File: src/rtl/dm_pkg.sv
// Debug module shared definitions: DMI register map, field positions,
// cmderr codes and abstract-command FSM states.
package dm_pkg;

  localparam logic [6:0] ADDR_DATA0      = 7'h04;
  localparam logic [6:0] ADDR_DMCONTROL  = 7'h10;
  localparam logic [6:0] ADDR_DMSTATUS   = 7'h11;
  localparam logic [6:0] ADDR_ABSTRACTCS = 7'h16;
  localparam logic [6:0] ADDR_COMMAND    = 7'h17;

  localparam int DMC_HALTREQ   = 31;
  localparam int DMC_RESUMEREQ = 30;
  localparam int DMC_NDMRESET  = 1;
  localparam int DMC_DMACTIVE  = 0;

  localparam int CMD_TRANSFER = 17;
  localparam int CMD_WRITE    = 16;

  localparam logic [3:0] DMS_VERSION   = 4'd2;
  localparam logic [3:0] ACS_DATACOUNT = 4'd1;

  localparam logic [2:0] CMDERR_NONE       = 3'd0;
  localparam logic [2:0] CMDERR_BUSY       = 3'd1;
  localparam logic [2:0] CMDERR_NOTSUP     = 3'd2;
  localparam logic [2:0] CMDERR_EXCEPTION  = 3'd3;
  localparam logic [2:0] CMDERR_HALTRESUME = 3'd4;

  typedef enum logic [1:0] {
    ST_IDLE,
    ST_REQ,
    ST_DONE
  } cmd_state_e;

  // Only register access with 32-bit size is implemented.
  function automatic logic cmd_supported(input logic [31:0] c);
    return (c[31:24] == 8'h00) && (c[22:20] == 3'd2);
  endfunction

endpackage

File: src/rtl/dm_abstract_cmd.sv
// Abstract register-access FSM driving the hart request/ack port.
// Optional ack timeout enabled by DM_CMD_TIMEOUT_EN.
module dm_abstract_cmd
  import dm_pkg::*;
#(
  parameter int TIMEOUT_CYCLES = 1024
) (
  input  logic        clk,
  input  logic        rst_n,
  input  logic        clr,
  input  logic        start,
  input  logic        start_we,
  input  logic [15:0] start_regno,
  input  logic [31:0] start_wdata,
  output logic        busy,
  output logic        set_exc,
  output logic        load_data0,
  output logic        reg_req_o,
  output logic        reg_we_o,
  output logic [15:0] reg_addr_o,
  output logic [31:0] reg_wdata_o,
  input  logic        reg_ack_i,
  input  logic        reg_err_i
);

  cmd_state_e  state_q, state_d;
  logic        we_q;
  logic [15:0] regno_q;
  logic [31:0] wdata_q;
  logic        tmo;
  logic        in_req;

  assign in_req = (state_q == ST_REQ);

`ifdef DM_CMD_TIMEOUT_EN
  localparam int CW = $clog2(TIMEOUT_CYCLES + 1);
  logic [CW-1:0] cnt_q;

  always_ff @(posedge clk or negedge rst_n) begin
    if (!rst_n) begin
      cnt_q <= '0;
    end else if (!in_req) begin
      cnt_q <= '0;
    end else begin
      cnt_q <= cnt_q + 1'b1;
    end
  end

  assign tmo = in_req && (cnt_q == CW'(TIMEOUT_CYCLES - 1));
`else
  assign tmo = 1'b0;
`endif

  always_ff @(posedge clk or negedge rst_n) begin
    if (!rst_n) begin
      state_q <= ST_IDLE;
      we_q    <= 1'b0;
      regno_q <= '0;
      wdata_q <= '0;
    end else begin
      state_q <= state_d;
      if (start && state_q == ST_IDLE) begin
        we_q    <= start_we;
        regno_q <= start_regno;
        wdata_q <= start_wdata;
      end
    end
  end

  always_comb begin
    state_d    = state_q;
    set_exc    = 1'b0;
    load_data0 = 1'b0;
    case (state_q)
      ST_IDLE: if (start) state_d = ST_REQ;
      ST_REQ: begin
        if (reg_ack_i) begin
          state_d = ST_DONE;
          if (reg_err_i) set_exc = 1'b1;
          else if (!we_q) load_data0 = 1'b1;
        end else if (tmo) begin
          state_d = ST_DONE;
          set_exc = 1'b1;
        end
      end
      ST_DONE: state_d = ST_IDLE;
      default: state_d = ST_IDLE;
    endcase
    // Deactivating the DM abandons any command in flight.
    if (clr) begin
      state_d    = ST_IDLE;
      set_exc    = 1'b0;
      load_data0 = 1'b0;
    end
  end

  assign busy        = (state_q != ST_IDLE);
  assign reg_req_o   = in_req;
  assign reg_we_o    = in_req & we_q;
  assign reg_addr_o  = in_req ? regno_q : 16'h0;
  assign reg_wdata_o = in_req ? wdata_q : 32'h0;

endmodule

File: src/rtl/wishbone_dm_slave.sv
// Wishbone classic slave exposing the RISC-V debug module register subset.
// Build option DM_CMD_TIMEOUT_EN adds an abstract-command ack timeout.
module wishbone_dm_slave
  import dm_pkg::*;
#(
  parameter int DMI_ABITS      = 7,
  parameter int TIMEOUT_CYCLES = 1024
) (
  input  logic        clk,
  input  logic        rst_n,
  input  logic [31:0] addr_i,
  input  logic        we_i,
  input  logic [31:0] data_i,
  input  logic        cyc_i,
  input  logic        stb_i,
  output logic [31:0] data_o,
  output logic        ack_o,
  output logic        haltreq_o,
  output logic        resumereq_o,
  output logic        ndmreset_o,
  input  logic        hart_halted_i,
  input  logic        hart_running_i,
  output logic        reg_req_o,
  output logic        reg_we_o,
  output logic [15:0] reg_addr_o,
  output logic [31:0] reg_wdata_o,
  input  logic [31:0] reg_rdata_i,
  input  logic        reg_ack_i,
  input  logic        reg_err_i
);

  logic [DMI_ABITS-1:0] dmi_addr;
  logic        wr, wr_data0, wr_dmc, wr_acs, wr_cmd;
  logic        dmactive_q, resumeack_q;
  logic        clr, dmc_full;
  logic [31:0] data0_q;
  logic [2:0]  cmderr_q, cmderr_d;
  logic        start, busy, set_exc, load_data0;
  logic [31:0] rdata;
  logic        unused_addr;

  assign dmi_addr    = addr_i[DMI_ABITS-1:0];
  assign unused_addr = ^addr_i[31:DMI_ABITS];

  assign wr       = ack_o & cyc_i & stb_i & we_i;
  assign wr_data0 = wr && dmi_addr == DMI_ABITS'(ADDR_DATA0);
  assign wr_dmc   = wr && dmi_addr == DMI_ABITS'(ADDR_DMCONTROL);
  assign wr_acs   = wr && dmi_addr == DMI_ABITS'(ADDR_ABSTRACTCS);
  assign wr_cmd   = wr && dmi_addr == DMI_ABITS'(ADDR_COMMAND);

  // While inactive, or being deactivated, all DM state is forced to reset.
  assign clr      = !dmactive_q || (wr_dmc && !data_i[DMC_DMACTIVE]);
  assign dmc_full = !clr && wr_dmc;

  always_ff @(posedge clk or negedge rst_n) begin
    if (!rst_n) ack_o <= 1'b0;
    else        ack_o <= cyc_i & stb_i & ~ack_o;
  end

  always_ff @(posedge clk or negedge rst_n) begin
    if (!rst_n) begin
      dmactive_q  <= 1'b0;
      haltreq_o   <= 1'b0;
      ndmreset_o  <= 1'b0;
      resumereq_o <= 1'b0;
      resumeack_q <= 1'b0;
      data0_q     <= '0;
      cmderr_q    <= CMDERR_NONE;
    end else begin
      if (wr_dmc) dmactive_q <= data_i[DMC_DMACTIVE];
      cmderr_q <= cmderr_d;
      if (clr) begin
        haltreq_o   <= 1'b0;
        ndmreset_o  <= 1'b0;
        resumereq_o <= 1'b0;
        resumeack_q <= 1'b0;
        data0_q     <= '0;
      end else begin
        if (dmc_full) begin
          haltreq_o  <= data_i[DMC_HALTREQ];
          ndmreset_o <= data_i[DMC_NDMRESET];
        end
        if (dmc_full && data_i[DMC_RESUMEREQ] && !data_i[DMC_HALTREQ]) begin
          resumereq_o <= 1'b1;
          resumeack_q <= 1'b0;
        end else if (resumereq_o && hart_running_i) begin
          resumereq_o <= 1'b0;
          resumeack_q <= 1'b1;
        end
        if (load_data0)           data0_q <= reg_rdata_i;
        else if (wr_data0 && !busy) data0_q <= data_i;
      end
    end
  end

  always_comb begin
    cmderr_d = cmderr_q;
    start    = 1'b0;
    if (wr_data0 && busy && cmderr_q == CMDERR_NONE)
      cmderr_d = CMDERR_BUSY;
    if (wr_acs && !busy)
      cmderr_d = cmderr_q & ~data_i[10:8];
    if (wr_cmd) begin
      priority case (1'b1)
        busy: if (cmderr_q == CMDERR_NONE) cmderr_d = CMDERR_BUSY;
        (cmderr_q != CMDERR_NONE): ;
        !cmd_supported(data_i): cmderr_d = CMDERR_NOTSUP;
        !hart_halted_i: cmderr_d = CMDERR_HALTRESUME;
        !data_i[CMD_TRANSFER]: ;
        default: start = 1'b1;
      endcase
    end
    if (set_exc) cmderr_d = CMDERR_EXCEPTION;
    if (clr) begin
      cmderr_d = CMDERR_NONE;
      start    = 1'b0;
    end
  end

  dm_abstract_cmd #(
    .TIMEOUT_CYCLES(TIMEOUT_CYCLES)
  ) u_cmd (
    .clk        (clk),
    .rst_n      (rst_n),
    .clr        (clr),
    .start      (start),
    .start_we   (data_i[CMD_WRITE]),
    .start_regno(data_i[15:0]),
    .start_wdata(data0_q),
    .busy       (busy),
    .set_exc    (set_exc),
    .load_data0 (load_data0),
    .reg_req_o  (reg_req_o),
    .reg_we_o   (reg_we_o),
    .reg_addr_o (reg_addr_o),
    .reg_wdata_o(reg_wdata_o),
    .reg_ack_i  (reg_ack_i),
    .reg_err_i  (reg_err_i)
  );

  always_comb begin
    rdata = 32'h0;
    case (dmi_addr)
      DMI_ABITS'(ADDR_DATA0): rdata = data0_q;
      DMI_ABITS'(ADDR_DMCONTROL): begin
        rdata[DMC_HALTREQ]  = haltreq_o;
        rdata[DMC_NDMRESET] = ndmreset_o;
        rdata[DMC_DMACTIVE] = dmactive_q;
      end
      DMI_ABITS'(ADDR_DMSTATUS): begin
        rdata[3:0]   = DMS_VERSION;
        rdata[7]     = 1'b1;
        rdata[9:8]   = {2{hart_halted_i}};
        rdata[11:10] = {2{hart_running_i}};
        rdata[17:16] = {2{resumeack_q}};
      end
      DMI_ABITS'(ADDR_ABSTRACTCS): begin
        rdata[3:0]  = ACS_DATACOUNT;
        rdata[10:8] = cmderr_q;
        rdata[12]   = busy;
      end
      default: rdata = 32'h0;
    endcase
  end

  assign data_o = ack_o ? rdata : 32'h0;

endmodule

File: config.mk
export PLATFORM = sky130hd
export DESIGN_NAME = wishbone_dm_slave
export DESIGN_NICKNAME = d
export VERILOG_FILES = /design/src/rtl/dm_pkg.sv /design/src/rtl/dm_abstract_cmd.sv /design/src/rtl/wishbone_dm_slave.sv
export SDC_FILE = /design/constraint.sdc
export NUM_CORES = 1
export LEC_CHECK = 0
export BUFFER_PORTS_ARGS = -buffer_cell sky130_fd_sc_hd__buf_2
export CORE_MARGIN = 5
export CORE_UTILIZATION = 50
export DETAILED_ROUTE_END_ITERATION = 6
export PLACE_DENSITY = 0.82
export SLEW_MARGIN = 20
export SYNTH_ARGS = -nofsm -noshare
export SYNTH_HDL_FRONTEND = slang
export SYNTH_SLANG_ARGS = --single-unit
File: constraint.sdc
create_clock -name clk -period 6.5 [get_ports clk]
set_input_delay 0.65 -clock clk [delete_from_list [all_inputs] [get_ports clk]]
set_output_delay 0.65 -clock clk [all_outputs]
set_load 0.1 [all_outputs]
======== Word-level counts from Yosys, hierarchy flattened ========
Index checks and enable logic that the tools add are counted.
word-level totals
  output and inout port bits .............. 86
  bits in registers ....................... 92
  input bits .............................. 105
cells by class
  multiplexer cells ....................... 57
  bitwise gates (word level) .............. 9
  reduce and logical (&&, ||, !) cells .... 30
  equal/unequal tests ..................... 9
operator list
  kind                                                    count
  2-to-1 mux 32 bit                                       5
  2-to-1 mux 3 bit                                        12
  == test 7 x 5 -> 1 bit (second input constant)          4
  2-to-1 mux 1 bit                                        26
  2-to-1 mux 16 bit                                       1
  logical AND 1 bit                                       15
  2-to-1 mux 13 bit                                       1
  one-hot mux 3 bit (3 select lines)                      1
  nonzero test 3 bit                                      3
  logical NOT 8 bit                                       1
  2-to-1 mux 2 bit                                        4
  one-hot mux 1 bit (2 select lines)                      4
  one-hot mux 2 bit (2 select lines)                      2
  one-hot mux 2 bit (4 select lines)                      1
  == test 7 x 3 -> 1 bit (second input constant)          1
  bitwise AND 1 bit                                       6
  logical NOT 1 bit                                       5
  nonzero test 2 bit                                      2
  bitwise AND 3 bit                                       1
  == test 3 x 2 -> 1 bit (second input constant)          1
  logical NOT 3 bit                                       1
  inequality test 3 x 2 -> 1 bit (second input constant)  1
  inequality test 3 bit (second input constant)           1
  inverter 3 bit                                          1
  other kinds (5)                                         5

======== Longest topological paths before layout ========
Gate-level depths: netlist (run 1).
  depth in word-level cells ............... 15
  depth in mapped cells ................... 7

======== Modules after synthesis ========
From an unflattened synthesis (run 1), not the netlist that was laid out.
second synthesis, totals
  cell total of the unflattened synthesis .. 437
  area total of the unflattened synthesis .. 5027.3 um2
by module, submodules not included
  module             instances  cells each  sequential area each (um2)  area an instance (um2)
  wishbone_dm_slave  1          270         1026.0                      2760.1
  dm_abstract_cmd    1          167         1276.2                      2267.2

======== Least setup slack after synthesis (run 1) ========
No wires, ideal clock.
  path type ............................... input to output
  start point ............................. input addr_i[3]
  end point ............................... output data_o[8]
  buffers on the path ..................... 0
  slack ................................... 2.692 ns
  arrival time ............................ 3.158 ns
  stages .................................. 4
  cells stage by stage .................... or4b_4 > nor3_1 > a22oi_1 > a21oi_1
between the ends
  cells in the longest elaborated chain, start to end .. 3
  elaborated cells on any way between the ends .. 5
ends and longest elaborated chain
  item                                                                     line                      RTL
  from (decl)                                                              wishbone_dm_slave.sv:11   input logic [31:0] addr_i,
  == test 7 x 5 -> 1 bit / == test 7 x 3 -> 1 bit (equally long branches)  wishbone_dm_slave.sv:143  case (dmi_addr)
  one-hot mux 3 bit (3 select lines) *                                     wishbone_dm_slave.sv:143
  2-to-1 mux 32 bit *                                                      wishbone_dm_slave.sv:166  assign data_o = ack_o ? rdata : 32'h0;
  to (decl)                                                                wishbone_dm_slave.sv:16   output logic [31:0] data_o,
Every way passes the cells marked *; elsewhere a longest branch is shown, timed or not.

======== Worst setup path in the final report (run 1) ========
  start point ............................. input addr_i[3]
  end point ............................... output data_o[17]
between the ends
  cells in the longest elaborated chain, start to end .. 3
  elaborated cells on any way between the ends .. 4
ends and longest elaborated chain
  item                                                                     line
  == test 7 x 5 -> 1 bit / == test 7 x 3 -> 1 bit (equally long branches)  wishbone_dm_slave.sv:143
  one-hot mux 2 bit (2 select lines) *                                     wishbone_dm_slave.sv:143
  2-to-1 mux 32 bit *                                                      wishbone_dm_slave.sv:166
Marked as above.

==> results of run 1 <==
==> layer usage <==
layer	up-vias	share of wire	wire length, um	GRT usage
met2	205	0.48	6740	0.394
met4	0	0.017	233	0.0748
li1	1951	-	-	-
met5	-	0	0	0
met3	24	0.092	1290	0.0639
met1	2084	0.41	5780	0.311
==> cell usage after synthesis (3+ instances only) <==
master | instances | area (um2)
nor2_1 | 8 | 30.0
o211ai_1 | 31 | 233
mux2_2 | 39 | 439
a22oi_1 | 3 | 22.5
and2_1 | 72 | 450
o21ai_0 | 3 | 15.0
nor4_1 | 4 | 25.0
nand2_1 | 11 | 41.3
a32o_1 | 3 | 30.0
dfrtp_1 | 92 | 2300
or3_1 | 4 | 25.0
a2bb2oi_1 | 32 | 280
nor3_1 | 5 | 25.0
nor3b_1 | 4 | 30.0
buf_2 | 4 | 20.0
and3_1 | 4 | 25.0
nand3_1 | 39 | 195
nand4_1 | 3 | 18.8
a21oi_1 | 5 | 25.0
nor2b_1 | 4 | 25.0
clkbuf_1 | 25 | 93.8
mux2_1 | 10 | 113
buf_4 | 8 | 60.1
==> report_power, final <==
group          internal (mW)  leakage (nW)  total, mW  switching (mW)
registers              0.573          1.28      0.576         0.00223
clock network          0.150        0.0820      0.351           0.200
logic                 0.0242          1.69     0.0612          0.0369
total                  0.748          3.06      0.988           0.240
==> critical path, stage by stage <==
cell	delay, ns
buf_2	0.13
nor4b_1	0.55
and3_1	0.90
a32o_1	0.25
buf_2	0.44
==> cells by family after synthesis <==
logic type	count (synthesis)	synth area share
mux	49	0.114
buf+inv	41	0.0420
simple gates	171	0.211
flops	92	0.474
compound gates	97	0.158
==> stage by stage <==
step	std cells	worst slack [ns]	hold slack, ns
detailed placement	717	2.99	0.471
global route	735	2.70	0.289
finish	735	2.92	0.275
floorplan	450	2.69	0.354
global placement	717	3.04	0.461
CTS	733	2.98	0.273
==> cell type report <==
| class | instances | area share |
|---|---|---|
| flip-flops and latches | 92 | 0.390 |
| inverters | 2 | 0.00127 |
| well taps | 133 | 0.0282 |
| repair buffers | 173 | 0.150 |
| clock inverters | 5 | 0.00614 |
| multi-input cells | 317 | 0.399 |
| clock buffers | 11 | 0.0239 |
| diodes | 2 | 0.000847 |
==> registers in the layout, summed over array words and instances (netlist names) <==
name and count:
u_cmd.wdata_q 32, resumeack_q 1, resumereq_o 1, haltreq_o 1, ndmreset_o 1, u_cmd.we_q 1
dmactive_q 1, cmderr_q 3, u_cmd.state_q 2, data0_q 32, u_cmd.regno_q 16, ack_o 1
==> worst paths after layout <==
check	from	endpoint	slack, ns
worst max register to register	ack_o	u_cmd.wdata_q[7]	3.98
min in group clk	u_cmd.wdata_q[30]	u_cmd.wdata_q[30]	0.49
worst min register to register	u_cmd.wdata_q[30]	u_cmd.wdata_q[30]	0.49
worst max-delay path	addr_i[3]	data_o[17]	2.92
worst min-delay path	rst_n	u_cmd.regno_q[3]	0.27
max in group asynchronous	rst_n	data0_q[8]	5.16
==> impl_metrics.toml, run 1 <==
[route]
drt_pass1_iterations = 5
drt_drc_violations_left = 0
wirelength_um = 14000
routedWlPerCell_um = 19.1
num_vias = 4264
drtIter0Drc = 229
ant_nets = 0
avgViaCountPerCell = 5.80

[final_layout]
fin_area_um2 = 5910
final_common_cell = "buf_2"
fin_nets = 700
multi_input_area_um2 = 2360
most-common-layout-cells = "buf_2 (164), dfrtp_1 (92), and2_1 (72)"
final_core_util = 0.613
area_growth_pct = 21.7
drive_above_1_share = 0.388
regArea_um2 = 2300
fill_cells = 845

[placed_design]
io_buffers = 165
gp_congestion = 0.903
dp_hpwl_um = 9800
place_area_um2 = 5720

[grt]
grt-ovfl-total = 0
track_usage = 0.240
antenna_found_initial = 2
grt_start_max_net_pins = 66
grt_pass1_vias = 4359
grt_pass1_wl_um = 22200

[synth]
syn_nets = 555
ys_async_sr_fraction = 1.00
synth-edff-count = 0
synth_cell_types = 48
ys_seq_area_frac = 0.474
yosys_warnings = 0
syn_inst = 450
syn-mean-instance-area_um2 = 10.8
yosys_most_used_dff = "dfrtp_1"
synth-seq-cells = 92
syn-cell-area_um2 = 4850

[worst_setup_path]
critPathArrivalTime_ns = 2.93
cp_max_fo = 24
critPathCaptureType = "primary output"
critical_path_class = "in -> out"
start_kind = "primary input"
ff2ff_path_depth = 5
crit_required_ns = 5.85

[timing]
clock_skew_ns = 0.0121
setup_viol = 0
finalCritPeriodShare = 0.551
finalSetupTns_ns = 0
fmax_mhz = 279
finalMaxSlewViolations = 0
rsz0062_at_grt = "no"
min_period_ns = 3.58
slew_headroom = 0.337
tightestPinTransition_ns = 0.993
hold_violations = 0

[clock_network]
htree_levels = 3
cts_buffer_depth = 2
cts_made_buffers = 9
cts_tree = "yes"
cts_setup_buffers = 0
clkTransAtPathRegs_ns = 0.09
clk_latency_ns = 0.35
cts.repair.resized = 0
clock-sinks = 92
clock-root-buffer = "clkbuf_8"
cts_hold_buf = 0

[power_and_ir_drop]
max-vdd-ir-drop_uv = 128
power.leakage_nw = 3.06
power_density_nw_per_um2 = 167
p_total_mw = 0.988

[floorplan]
ios = 191
die_h_um = 109
die_area_um2 = 11800
num_rows = 36
die_w_um = 109
initial_core_util = 0.503
core_area_um2 = 9640

[run_status]
status = "finished, final reports clean"

[min_path]
hold_path.class = "in -> async"

[run]
drv_cap = 0
(Power assumes the default switching activity.)
==> inputs of run 2 (changes only) <==
--- a/config.mk
+++ b/config.mk
@@ -7,9 +7,9 @@
 export LEC_CHECK = 0
 export BUFFER_PORTS_ARGS = -buffer_cell sky130_fd_sc_hd__buf_2
 export CORE_MARGIN = 5
-export CORE_UTILIZATION = 50
+export CORE_UTILIZATION = 49
 export DETAILED_ROUTE_END_ITERATION = 6
-export PLACE_DENSITY = 0.82
+export PLACE_DENSITY = 0.8
 export SLEW_MARGIN = 20
 export SYNTH_ARGS = -nofsm -noshare
 export SYNTH_HDL_FRONTEND = slang
==> constraint.sdc (replaced) <==
create_clock -name clk -period 3.3 [get_ports clk]
set_input_delay 0.33 -clock clk [delete_from_list [all_inputs] [get_ports clk]]
set_output_delay 0.33 -clock clk [all_outputs]
set_load 0.1 [all_outputs]
==> run 2 against run 1 <==
  * Clock-buffer cell count up 1
  * Cell count up 0.54%
  * Register-to-register slack worse by 3.3 ns
  * Clock skew about the same
  * Sequential share of layout area down 0.79 points
  * Critical endpoint is now data_o[9]
  * Largest cell class unchanged
  * Highest routed layer is now met5
==> impl_metrics.toml, run 2 (synthesized netlist as in run 1, its figures left out) <==
[run_status]
status = "finished, final reports clean"

[floorplan]
die_w_um = 110
ios = 191
die_h_um = 110
die_area_um2 = 12000
num_rows = 36
core_area_um2 = 9730
initial_core_util = 0.499

[clock_network]
clock-sinks = 92
cts_setup_buffers = 0
clock-root-buffer = "clkbuf_8"
cts_tree = "yes"
cts_made_buffers = 9
cts_hold_buf = 0
cts_buffer_depth = 2
htree_levels = 3
cts.repair.resized = 0
clkTransAtPathRegs_ns = 0.09
clk_latency_ns = 0.35

[worst_setup_path]
critPathCaptureType = "primary output"
cp-startpoint = "addr_i[3]"
rrSetupSlack_ns = 0.72
start_kind = "primary input"
critPathArrivalTime_ns = 2.32
ff2ff_path_depth = 5
worstReg2RegEnd = "u_cmd.regno_q[9]"
critical_path_class = "in -> out"
crit_required_ns = 2.97
endpoint = "data_o[9]"
worstPathCellList = "buf_2, or4b_4, nor3_1, a22oi_1, a21oi_1, buf_2"
r2r-start = "ack_o"
cpMostUsedCell = "buf_2"
slowest_stage = "or4b_4"
slowest_delay_ns = 0.58
cp_max_fo = 5

[placed_design]
io_buffers = 165
dp_hpwl_um = 10400
place_ws_ns = 0.699
gp_congestion = 0.888

[timing]
fmax_mhz = 377
setup_viol = 0
min_period_ns = 2.65
clock_skew_ns = 0.0125
fin_ws_ns = 0.651
finalMaxSlewViolations = 0
hold_violations = 0
slew_headroom = 0.350
finalCritPeriodShare = 0.803
tightestPinTransition_ns = 0.972
rsz0062_at_grt = "no"
finalSetupTns_ns = 0

[route]
drt_drc_violations_left = 0
num_vias = 4283
avgViaCountPerCell = 5.80
routedWlPerCell_um = 19.3
drt_pass1_iterations = 4
ant_nets = 0
wirelength_um = 14300
drtIter0Drc = 359

[final_layout]
reg_top3 = "data0_q x32, u_cmd.wdata_q x32, u_cmd.regno_q x16"
drive_above_1_share = 0.392
most-common-layout-cells = "buf_2 (164), dfrtp_1 (92), and2_1 (72)"
regArea_um2 = 2300
area_growth_pct = 24.3
fin_nets = 705
final_common_cell = "buf_2"
fill_cells = 846
multi_input_area_um2 = 2360

[power_and_ir_drop]
power_density_nw_per_um2 = 371
power.leakage_nw = 3.13
max-vdd-ir-drop_uv = 250
p_total_mw = 2.24

[grt]
grt_pass1_vias = 4380
grt_start_max_net_pins = 75
antenna_found_initial = 2
grt-ovfl-total = 0
track_usage = 0.243
grt_pass1_wl_um = 22700

[min_path]
hold_path.class = "in -> async"

[run]
drv_cap = 0
-- run 2: power by group --
part	internal, mW	switching [mW]	leakage [nW]	total, mW
clock	0.602	0.377	0.131	0.979
sequential	1.13	0.00449	1.28	1.13
combinational	0.0486	0.0739	1.71	0.123
total	1.78	0.455	3.13	2.24
-- run 2: per-stage QoR --
stage | cells | hold WS (ns) | util | instance area [um2]
2_1_floorplan | 450 | 0.0344 | - | 4850
3_3_place_gp | 722 | 0.460 | 0.592 | 5760
3_5_place_dp | 722 | 0.467 | 0.592 | 5760
4_1_cts | 738 | 0.147 | 0.619 | 6030
5_1_grt | 739 | 0.185 | 0.620 | 6030
6_report | 739 | 0.0960 | 0.620 | 6030
-- run 2: final cells by class --
cell class / count / share of cell area
multi-input combinational: 317 / 0.391
sequential: 92 / 0.382
timing repair buffer: 178 / 0.154
tap: 133 / 0.0276
clock buffer: 12 / 0.0241
clock inverter: 4 / 0.0199
inverter: 2 / 0.00125
antenna: 1 / 0.000415
-- run 2: layer usage --
layer | GRT usage | wire (um) | vias to the layer above
met5 | 0 | 17 | -
met4 | 0.0632 | 173 | 2
met3 | 0.0669 | 1380 | 20
met2 | 0.403 | 6800 | 192
met1 | 0.315 | 5890 | 2109
li1 | - | - | 1960
-- run 2: worst min-delay path by stage --
| stage | startpoint | end | slack (ns) | cells after the start |
|---|---|---|---|---|
| 2_1_floorplan | rst_n | ack_o | 0.03 | 0 |
| 3_3_place_gp | u_cmd.wdata_q[24] | u_cmd.wdata_q[24] | 0.46 | 1 |
| 3_5_place_dp | u_cmd.wdata_q[31] | u_cmd.wdata_q[31] | 0.47 | 1 |
| 4_1_cts | rst_n | u_cmd.wdata_q[18] | 0.15 | 1 |
| 5_1_grt | rst_n | u_cmd.wdata_q[18] | 0.18 | 1 |
| 6_report | rst_n | u_cmd.wdata_q[18] | 0.1 | 1 |
-- run 2: worst max-delay path: cells and delay by family --
family	cells	cell delay, ns
AOI/OAI and AO/OA	2	0.34
buffers and inverters	2	0.60
and+or+nand+nor	2	1.04
==> inputs of run 3 (changes only) <==
--- a/config.mk
+++ b/config.mk
@@ -5,11 +5,12 @@
 export SDC_FILE = /design/constraint.sdc
 export NUM_CORES = 1
 export LEC_CHECK = 0
+export ABC_AREA = 1
 export BUFFER_PORTS_ARGS = -buffer_cell sky130_fd_sc_hd__buf_2
 export CORE_MARGIN = 5
-export CORE_UTILIZATION = 49
+export CORE_UTILIZATION = 46
 export DETAILED_ROUTE_END_ITERATION = 6
-export PLACE_DENSITY = 0.8
+export PLACE_DENSITY = 0.77
 export SLEW_MARGIN = 20
 export SYNTH_ARGS = -nofsm -noshare
 export SYNTH_HDL_FRONTEND = slang
==> constraint.sdc (replaced) <==
create_clock -name clk -period 2.32 [get_ports clk]
set_input_delay 0.232 -clock clk [delete_from_list [all_inputs] [get_ports clk]]
set_output_delay 0.232 -clock clk [all_outputs]
set_load 0.1 [all_outputs]
==> run 3 against run 2 <==
  * Critical path depth unchanged
  * Sequential share of layout area decreased by 8.8 points
  * Synthesized area increased by 16%
==> impl_metrics.toml, run 3 <==
[power_and_ir_drop]
p_sw_frac = 0.229
p_int_mw = 2.54
max-vdd-ir-drop_uv = 327
power.leakage_nw = 4.01
power_density_nw_per_um2 = 421
clockPowerShare = 0.443
p_switching_mw = 0.754
p_comb_frac = 0.066
seq_power_share = 0.490
p_total_mw = 3.29

[placed_design]
gp_congestion = 0.918
dp_hpwl_um = 12700
io_buffers = 165

[floorplan]
num_rows = 40
die_h_um = 121
core_area_um2 = 12000
ios = 191
initial_core_util = 0.471
die_w_um = 121
die_area_um2 = 14600

[grt]
grt_start_max_net_pins = 93
grt_pass1_wl_um = 28800
grt_pass1_vias = 5664
antenna_found_initial = 4
grt-ovfl-total = 0
track_usage = 0.246

[synth]
synth.top_cell.area_share = 0.407
syn-cell-area_um2 = 5650
synth_cell_types = 24
yosys_most_used_dff = "dfrtp_1"
syn_inst = 844
synth_most_common_cell = "nand2_1"
synth-seq-cells = 92
syn-mean-instance-area_um2 = 6.70
synth-edff-count = 0
synth_common_cells = "nand2_1 (210), inv_1 (162), nand3_1 (102), nand4_1 (96), dfrtp_1 (92)"
ys_top_cells_by_area = "dfrtp_1 (41%), nand2_1 (14%), inv_1 (11%)"
ys_seq_area_frac = 0.407
yosys_warnings = 0
ys_async_sr_fraction = 1.00
syn_nets = 949
yosysTopAreaCell = "dfrtp_1"

[clock_network]
clkTransAtPathRegs_ns = 0.06
cts_hold_buf = 1
cts_made_buffers = 9
cts_buffer_depth = 2
cts_tree = "yes"
htree_levels = 3
clock-root-buffer = "clkbuf_16"
clk_latency_ns = 0.35
cts_setup_buffers = 0
cts.repair.resized = 0
clock-sinks = 92

[timing]
hold_ws_ns = 0.135
setup_viol = 0
clock_skew_ns = 0.0109
fmax_mhz = 461
hold_violations = 0
min_period_ns = 2.17
tightestPinTransition_ns = 0.658
finalCritPeriodShare = 0.936
slew_headroom = 0.560
finalMaxSlewViolations = 0
rsz0062_at_grt = "no"

[worst_setup_path]
rrSetupSlack_ns = 0.29
path_delay_family = "buffers and inverters"
ff2ff_path_depth = 7
cpMostUsedCell = "nor2_4"
crit_required_ns = 2.09
slowest_stage = "dfrtp_1"
crit_buf_inv = 4
worstPathCellList = "inv_1, nor2_4, inv_4, buf_12, nor2_4, buf_2"
start_kind = "flip-flop"
critical_path_class = "reg -> out"
slowest_delay_ns = 0.40
critPathCaptureType = "primary output"
critPathArrivalTime_ns = 1.94
r2r-start = "dmactive_q"
cp_max_fo = 37
worstReg2RegEnd = "data0_q[30]"

[route]
drt_drc_violations_left = 0
ant_nets = 0
drt_pass1_iterations = 6
routedWlPerCell_um = 15.7
num_vias = 6060
drtIter0Drc = 656
wirelength_um = 17900
avgViaCountPerCell = 5.32

[final_layout]
most-common-layout-cells = "nand2_1 (209), inv_1 (162), buf_2 (132)"
fin_nets = 1091
final_common_cell = "nand2_1"
area_growth_pct = 38.5
reg_top3 = "data0_q x32, u_cmd.wdata_q x32, u_cmd.regno_q x16"
drive_above_1_share = 0.301

[run]
drv_cap = 0

[min_path]
hold_path.class = "in -> reg"
hold_depth = 3
min_delay_worst_endpoint = "u_cmd.regno_q[14]"
hold_start = "data_i[14]"

[run_status]
status = "finished, final reports clean"
-- run 3: logic make-up (layout without fill, tap and decap cells) --
family	Yosys count	count (layout)	share of synthesized area
buf+inv	222	367	0.157
compound gates	13	13	0.0124
other cells	0	4	0
simple gates	517	517	0.424
flops	92	92	0.407
-- run 3: worst max-delay path by stage --
stage                                 from         endpoint  slack, ns  depth (start not counted)
after floorplan           u_cmd.state_q[0]   reg_addr_o[10]      -0.17                          5
after global placement           addr_i[1]       data0_q[4]       0.45                          9
after detailed placement        dmactive_q      data0_q[30]       0.44                          6
after CTS                 u_cmd.state_q[0]   reg_addr_o[14]       0.14                          6
after global routing      u_cmd.state_q[0]  reg_wdata_o[12]       0.06                          6
final                     u_cmd.state_q[0]   reg_addr_o[14]       0.15                          6
-- run 3: area by class of cell --
class / count / area [um2]
Fill cell: 1019 / 4180
Multi-Input combinational cell: 530 / 2880
Sequential cell: 92 / 2300
Timing Repair Buffer: 189 / 1540
Inverter: 164 / 618
Clock buffer: 10 / 239
Tap cell: 147 / 184
Clock inverter: 4 / 48.8
Antenna cell: 4 / 10.0
-- run 3: worst reg2reg max path, delay by kind of cell (launching register included) --
kind / cells / cell delay [ns]
simple gates: 5 / 0.78
buf+inv: 2 / 0.53
flops: 1 / 0.67
-- run 3: through the flow --
step | instances | cell area [um2] | setup TNS, ns | worst slack (ns) | utilization
after detailed placement | 1121 | 7520 | 0 | 0.440 | 0.626
final | 1140 | 7830 | 0 | 0.150 | 0.652
after floorplan | 844 | 6070 | -5.46 | -0.167 | -
after global placement | 1121 | 7520 | 0 | 0.453 | 0.626
after CTS | 1136 | 7820 | 0 | 0.143 | 0.651
after global routing | 1139 | 7830 | 0 | 0.0570 | 0.651
-- run 3: per-layer routing --
metal,vias to the layer above,GRT usage,routed length [um]
met5,-,0,13
met4,2,0.104,592
met3,43,0.0435,1370
met2,282,0.392,8530
met1,2779,0.331,7350
li1,2954,-,-
-- run 3: power by group through the flow --
stage          combinational (mW)  sequential [mW]  clock [mW]
2_1_floorplan              0.0714             1.65           0
3_3_place_gp                0.214             1.64           0
3_5_place_dp                0.216             1.64           0
4_1_cts                     0.219             1.61        1.46
5_1_grt                     0.243             1.61        1.54
6_report                    0.219             1.61        1.46
